### config.mk
export PLATFORM = sky130hd
export DESIGN_NAME = cam_read
export DESIGN_NICKNAME = d
export VERILOG_FILES = /design/src/rtl/cam_pkg.sv /design/src/rtl/cam_read.sv
export SDC_FILE = /design/constraint.sdc
export NUM_CORES = 1
export LEC_CHECK = 0
export BUFFER_PORTS_ARGS = -buffer_cell sky130_fd_sc_hd__buf_2
export CORE_UTILIZATION = 51
export DETAILED_ROUTE_END_ITERATION = 7
export HOLD_SLACK_MARGIN = 0.1
export PLACE_DENSITY = 0.78
export SYNTH_ARGS = -nofsm -noshare
export SYNTH_HDL_FRONTEND = slang
export SYNTH_SLANG_ARGS = --single-unit
export TNS_END_PERCENT = 10
### constraint.sdc
create_clock -name CAM_pclk -period 1.7 [get_ports CAM_pclk]
set_clock_uncertainty 0.05 [all_clocks]
set_input_delay 0.17 -clock CAM_pclk [delete_from_list [all_inputs] [get_ports CAM_pclk]]
set_output_delay 0.17 -clock CAM_pclk [all_outputs]
set_load 0.02 [all_outputs]
### src/rtl/cam_pkg.sv
// Shared geometry and state encoding for the camera capture path and the VGA-side reader.
package cam_pkg;

  typedef enum logic [1:0] {
    INIT       = 2'd0,
    WAIT_FRAME = 2'd1,
    BYTE1      = 2'd2,
    BYTE2      = 2'd3
  } cam_state_t;

  localparam int RGB444_W  = 12;
  localparam int IMG_W_DEF = 160;
  localparam int IMG_H_DEF = 120;

endpackage

### src/rtl/cam_read.sv
// OV7670 capture front-end: assembles two-byte RGB444 pixels and writes them
// into the frame buffer at a linear, saturating pixel address.
module cam_read
  import cam_pkg::*;
#(
  parameter int IMG_W = IMG_W_DEF,
  parameter int IMG_H = IMG_H_DEF,
  parameter int AW    = 15
) (
  input  logic                CAM_pclk,
  input  logic                rst,
  input  logic                CAM_vsync,
  input  logic                CAM_href,
  input  logic [7:0]          CAM_px_data,
  output logic [AW-1:0]       DP_RAM_addr_in,
  output logic [RGB444_W-1:0] DP_RAM_data_in,
  output logic                DP_RAM_regW,
  output logic                frame_done,
  output logic                overflow
);

  // state      | meaning
  // INIT       | after reset; skip any frame already in progress
  // WAIT_FRAME | vsync blanking, address held at 0
  // BYTE1      | expecting XXXX_RRRR
  // BYTE2      | expecting GGGG_BBBB

  localparam logic [AW-1:0] LAST_ADDR = AW'(IMG_W * IMG_H - 1);

  cam_state_t state, state_nxt;

  logic load_hi, load_lo, wr_req, eof, clr_addr, ovf_set;
  logic full;

  always_ff @(posedge CAM_pclk or posedge rst) begin
    if (rst) state <= INIT;
    else     state <= state_nxt;
  end

  // vsync wins over href so a frame end always closes cleanly, even mid-pixel
  always_comb begin
    state_nxt = state;
    case (state)
      INIT:       if (CAM_vsync)  state_nxt = WAIT_FRAME;
      WAIT_FRAME: if (!CAM_vsync) state_nxt = BYTE1;
      BYTE1: begin
        if (CAM_vsync)     state_nxt = WAIT_FRAME;
        else if (CAM_href) state_nxt = BYTE2;
      end
      BYTE2: begin
        if (CAM_vsync) state_nxt = WAIT_FRAME;
        else           state_nxt = BYTE1;
      end
      default: state_nxt = INIT;
    endcase
  end

  always_comb begin
    load_hi  = 1'b0;
    load_lo  = 1'b0;
    wr_req   = 1'b0;
    eof      = 1'b0;
    clr_addr = 1'b0;
    ovf_set  = 1'b0;
    case (state)
      INIT, WAIT_FRAME: clr_addr = 1'b1;
      BYTE1: begin
        if (CAM_vsync)     eof     = 1'b1;
        else if (CAM_href) load_hi = 1'b1;
      end
      BYTE2: begin
        if (CAM_vsync) eof = 1'b1;
        else if (CAM_href) begin
          load_lo = 1'b1;
          wr_req  = !full;
          ovf_set = full;
        end
      end
      default: clr_addr = 1'b1;
    endcase
  end

  always_ff @(posedge CAM_pclk or posedge rst) begin
    if (rst) begin
      DP_RAM_data_in <= '0;
      DP_RAM_regW    <= 1'b0;
      frame_done     <= 1'b0;
      overflow       <= 1'b0;
    end else begin
      DP_RAM_regW <= wr_req;
      frame_done  <= eof;
      overflow    <= overflow | ovf_set;
      if (load_hi) DP_RAM_data_in[11:8] <= CAM_px_data[3:0];
      if (load_lo) DP_RAM_data_in[7:0]  <= CAM_px_data;
    end
  end

  // address advances after each strobe; once the last pixel is written it
  // parks there and `full` turns further pixels into overflow
  always_ff @(posedge CAM_pclk or posedge rst) begin
    if (rst) begin
      DP_RAM_addr_in <= '0;
      full           <= 1'b0;
    end else if (eof || clr_addr) begin
      DP_RAM_addr_in <= '0;
      full           <= 1'b0;
    end else if (DP_RAM_regW) begin
      if (DP_RAM_addr_in == LAST_ADDR) full <= 1'b1;
      else DP_RAM_addr_in <= DP_RAM_addr_in + AW'(1);
    end
  end

endmodule

==> summary.md <==
| Metric | Value |
|---|---|
| Result of the run | `finished with violations` |
| Violated checks | `DRC` |
| Worst hold slack across all endpoints | `0.407 ns` |
| Clock tree root driver cell | `sky130_fd_sc_hd__clkbuf_4` |
| DRT Pass-1 Iters | `6` |
| Dominant synthesized flop cell | `sky130_fd_sc_hd__dfrtp_1` |
| Count of placed standard cells including taps | `215` |
| Avg WL per Cell | `15.6 um` |
| Data arrival, critical path | `1.85 ns` |
| ANT nets after route | `0` |
| Maximum achievable frequency | `0.607 GHz` |
| Total power | `1.86 mW` |
| Maximum number of pins on one net before global-route repair | `34` |
| Boundary Pins | `42` |
| Leakage dissipation | `1.02 nW` |
| RSZ-0062 raised after global routing | `yes` |
| Post-Synthesis Cells | `137` |
| Maximum fanout count along the critical path | `7` |
| DRC | `4` |
| Class of the most critical setup path | `reg2reg` |
| Area taken by flip-flops and latches | `826 sq um` |
| Clock tree from TritonCTS | `done` |
| Via-to-Cell Ratio | `5.85` |
| Switching part of the total | `26.9%` |
| Sequential fraction of the synthesis area | `54.0%` |
| Area added between synthesis and finish | `33.7%` |
| Mean area per synthesized cell | `11.2 sq um` |
| Buffers added on ports | `41` |
| Die H | `56.8 um` |
| Standard-cell rows | `19` |
| Number of buffers created by CTS | `5` |
| Internal power of the cells | `1.36 mW` |
| Worst slew margin | `72.6%` |
| Synthesized cell area | `1530 sq um` |
| Crit share post-route | `96.8%` |
| Part of the total power dissipated in combinational logic | `18.0%` |
| Most common cell after layout, fill and taps aside | `sky130_fd_sc_hd__buf_2` |
| Transition time at the pin with the least slew margin | `0.411 ns` |
| Cell Count, Final, Fillers Out | `234` |
| DR iter-0 viols | `79` |
| Fraction of final layout cells with drive strength greater than 1 | `38.9%` |
| Fill cell count | `196` |
| ANT cells | `0` |
| Number of levels in the clock H-tree | `2` |
| Synthesized flop and latch total | `33` |
| Count of endpoints failing hold in the final timing report | `0` |
| Relative contribution of sequential cells to total power | `48.8%` |
| Overall track demand over capacity in global routing | `25.5%` |
| Clock Tree Buf Depth | `2` |
| Global-route wire length before repair | `6090 um` |
| Class of the most critical hold timing path | `in2async` |
| HPWL after detailed placement | `2520 um` |
| Netlist cell types | `36` |
| Share of async-settable or async-resettable flops after synthesis | `100%` |
| Overflow left after global routing | `0` |
| Power per cell area | `910 nW/um^2` |
| Drt total wl | `3660 um` |
| DIE WIDTH | `56.8 um` |
| Final critical delay including setup and external delays | `1.65 ns` |
| Number of global-route vias before repair | `1382` |
| Overall die area | `3220 sq um` |
| Number of maximum-capacitance constraint violations | `0` |
| Number of pins exceeding their max-slew limit in the final report | `0` |
| Part of the power in the clock network | `33.3%` |
| Switching power total | `0.501 mW` |
| Clock network latency to the later pin of the worst-skew pair | `0.34 ns` |
| Number of setup violations in the final report | `0` |
| Yosys warnings | `0` |
| Post-synth EDFFs | `0` |
| Post-CTS setup repair buffer count | `0` |
| Leading cell types in the layout, fill and taps excluded | `sky130_fd_sc_hd__buf_2 (41), sky130_fd_sc_hd__dfrtp_1 (33), sky130_fd_sc_hd__nor2_1 (15)` |
| WP data required | `1.91 ns` |
| CP Launch Type | `register` |
| Net Count, Synth | `150` |
| Total Nets Final | `215` |
| Area taken by multi-input logic gates | `697 sq um` |
| Max rail drop VDD | `0.000689 V` |
| Clock-pin slew on the worst setup and hold paths | `0.11 ns` |
| Clock Sink Count | `33` |
| Number of antenna violations at the first check in global routing | `0` |
| DR vias | `1369` |
| Standard cell core area | `2810 sq um` |
| Starting utilization of the core area | `54.5%` |
| Critical path capture point type | `register` |
| Final weighted congestion of routability-driven global placement | `0.844` |
-- registers in the layout (all words and copies together), names as in the netlist --
signal / count
DP_RAM_data_in: 12
DP_RAM_regW: 1
overflow: 1
state: 2
frame_done: 1
full: 1
DP_RAM_addr_in: 15
-- routing by layer --
layer,track usage [%],vias up,part of all wire (%)
li1,-,637,-
met1,32.2,658,41
met2,40.3,62,50
met3,7.14,12,6.4
met4,12.5,0,2.4
met5,0,-,0
-- final timing paths --
kind,cells past startpoint,startpoint,slack [ns],end
worst max-delay path,4,DP_RAM_addr_in[13]$_DFFE_PP0P_,0.05,DP_RAM_addr_in[7]$_DFFE_PP0P_
worst min register to register,1,full$_DFFE_PP0P_,0.44,DP_RAM_regW$_DFF_PP0_
min in group CAM_pclk,1,full$_DFFE_PP0P_,0.44,DP_RAM_regW$_DFF_PP0_
worst min-delay path,4,rst,0.41,frame_done$_DFF_PP0_
worst max register to register,4,DP_RAM_addr_in[13]$_DFFE_PP0P_,0.05,DP_RAM_addr_in[7]$_DFFE_PP0P_
max in group asynchronous,4,rst,0.88,DP_RAM_addr_in[10]$_DFFE_PP0P_
-- power groups by stage --
stage | Sequential, mW | Combinational [mW] | Clock [mW]
2_1_floorplan | 1.01 | 0.0982 | 0
3_3_place_gp | 0.915 | 0.306 | 0
3_5_place_dp | 0.919 | 0.315 | 0
4_1_cts | 0.906 | 0.335 | 0.629
5_1_grt | 0.917 | 0.356 | 0.663
6_report | 0.907 | 0.334 | 0.619
-- synth_stat cells (2+ instances only) --
cell type	instances	area (sq um)
sky130_fd_sc_hd__dfrtp_1	33	826
sky130_fd_sc_hd__nor2_1	15	56.3
sky130_fd_sc_hd__mux2_2	12	135
sky130_fd_sc_hd__nand2_1	12	45.0
sky130_fd_sc_hd__nand3_1	5	25.0
sky130_fd_sc_hd__a21oi_1	4	20.0
sky130_fd_sc_hd__a41o_1	4	40.0
sky130_fd_sc_hd__and3_1	4	25.0
sky130_fd_sc_hd__inv_1	4	15.0
sky130_fd_sc_hd__nor4_1	4	25.0
sky130_fd_sc_hd__a31oi_1	3	18.8
sky130_fd_sc_hd__nor3_1	3	15.0
sky130_fd_sc_hd__xnor2_1	3	26.3
sky130_fd_sc_hd__a31o_2	2	17.5
sky130_fd_sc_hd__a41oi_1	2	17.5
sky130_fd_sc_hd__clkbuf_1	2	7.51
sky130_fd_sc_hd__mux2i_1	2	20.0
sky130_fd_sc_hd__nand2b_1	2	12.5
sky130_fd_sc_hd__nand4_1	2	12.5
sky130_fd_sc_hd__o21ai_0	2	10.0
sky130_fd_sc_hd__or4_1	2	15.0
-- worst max-delay path: stages (launching register included) --
cell and delay, ns:
sky130_fd_sc_hd__dfrtp_1 0.45, sky130_fd_sc_hd__nor4bb_4 0.38, sky130_fd_sc_hd__nand4_2 0.26, sky130_fd_sc_hd__a41o_1 0.30, sky130_fd_sc_hd__a21oi_1 0.12
-- timing repair --
| action | CTS | global route |
|---|---|---|
| hold buffers | 11 | 0 |
| resized for setup | 1 | 3 |
| gates cloned | 0 | 0 |
| endpoints found under the setup margin | 2 | 14 |
| hold endpoints to repair | 49 | 0 |
-- area by class of cell --
| type | instances | share of cell area [%] |
|---|---|---|
| Sequential cell | 33 | 40.4 |
| Clock buffer | 7 | 2.69 |
| Tap cell | 31 | 1.90 |
| Inverter | 4 | 0.734 |
| Timing Repair Buffer | 61 | 18.7 |
| Clock inverter | 1 | 1.47 |
| Multi-Input combinational cell | 97 | 34.1 |
-- logic make-up (layout without fill, tap and decap cells) --
kind of cell | count (synthesis) | count (layout) | synth area share, %
AOI/OAI and AO/OA | 21 | 21 | 10.4
xor gates and xnor gates | 4 | 4 | 2.29
adders and majority gates | 1 | 1 | 0.818
buffers and inverters | 7 | 73 | 1.80
DFF | 33 | 33 | 54.0
muxes | 14 | 14 | 10.1
and+or+nand+nor | 57 | 57 | 20.5
-- through the flow --
step / utilization, % / setup TNS (ns) / area [sq um] / setup WS (ns)
5_1_grt: 72.9 / -0.0234 / 2040 / -0.0234
3_5_place_dp: 65.2 / -0.0300 / 1830 / -0.0300
3_3_place_gp: 65.2 / 0 / 1830 / 0.105
2_1_floorplan: - / 0 / 1530 / 0.0464
6_report: 72.9 / 0 / 2040 / 0.0537
4_1_cts: 72.3 / 0 / 2030 / 0.0457
(Power assumes the default switching activity.)
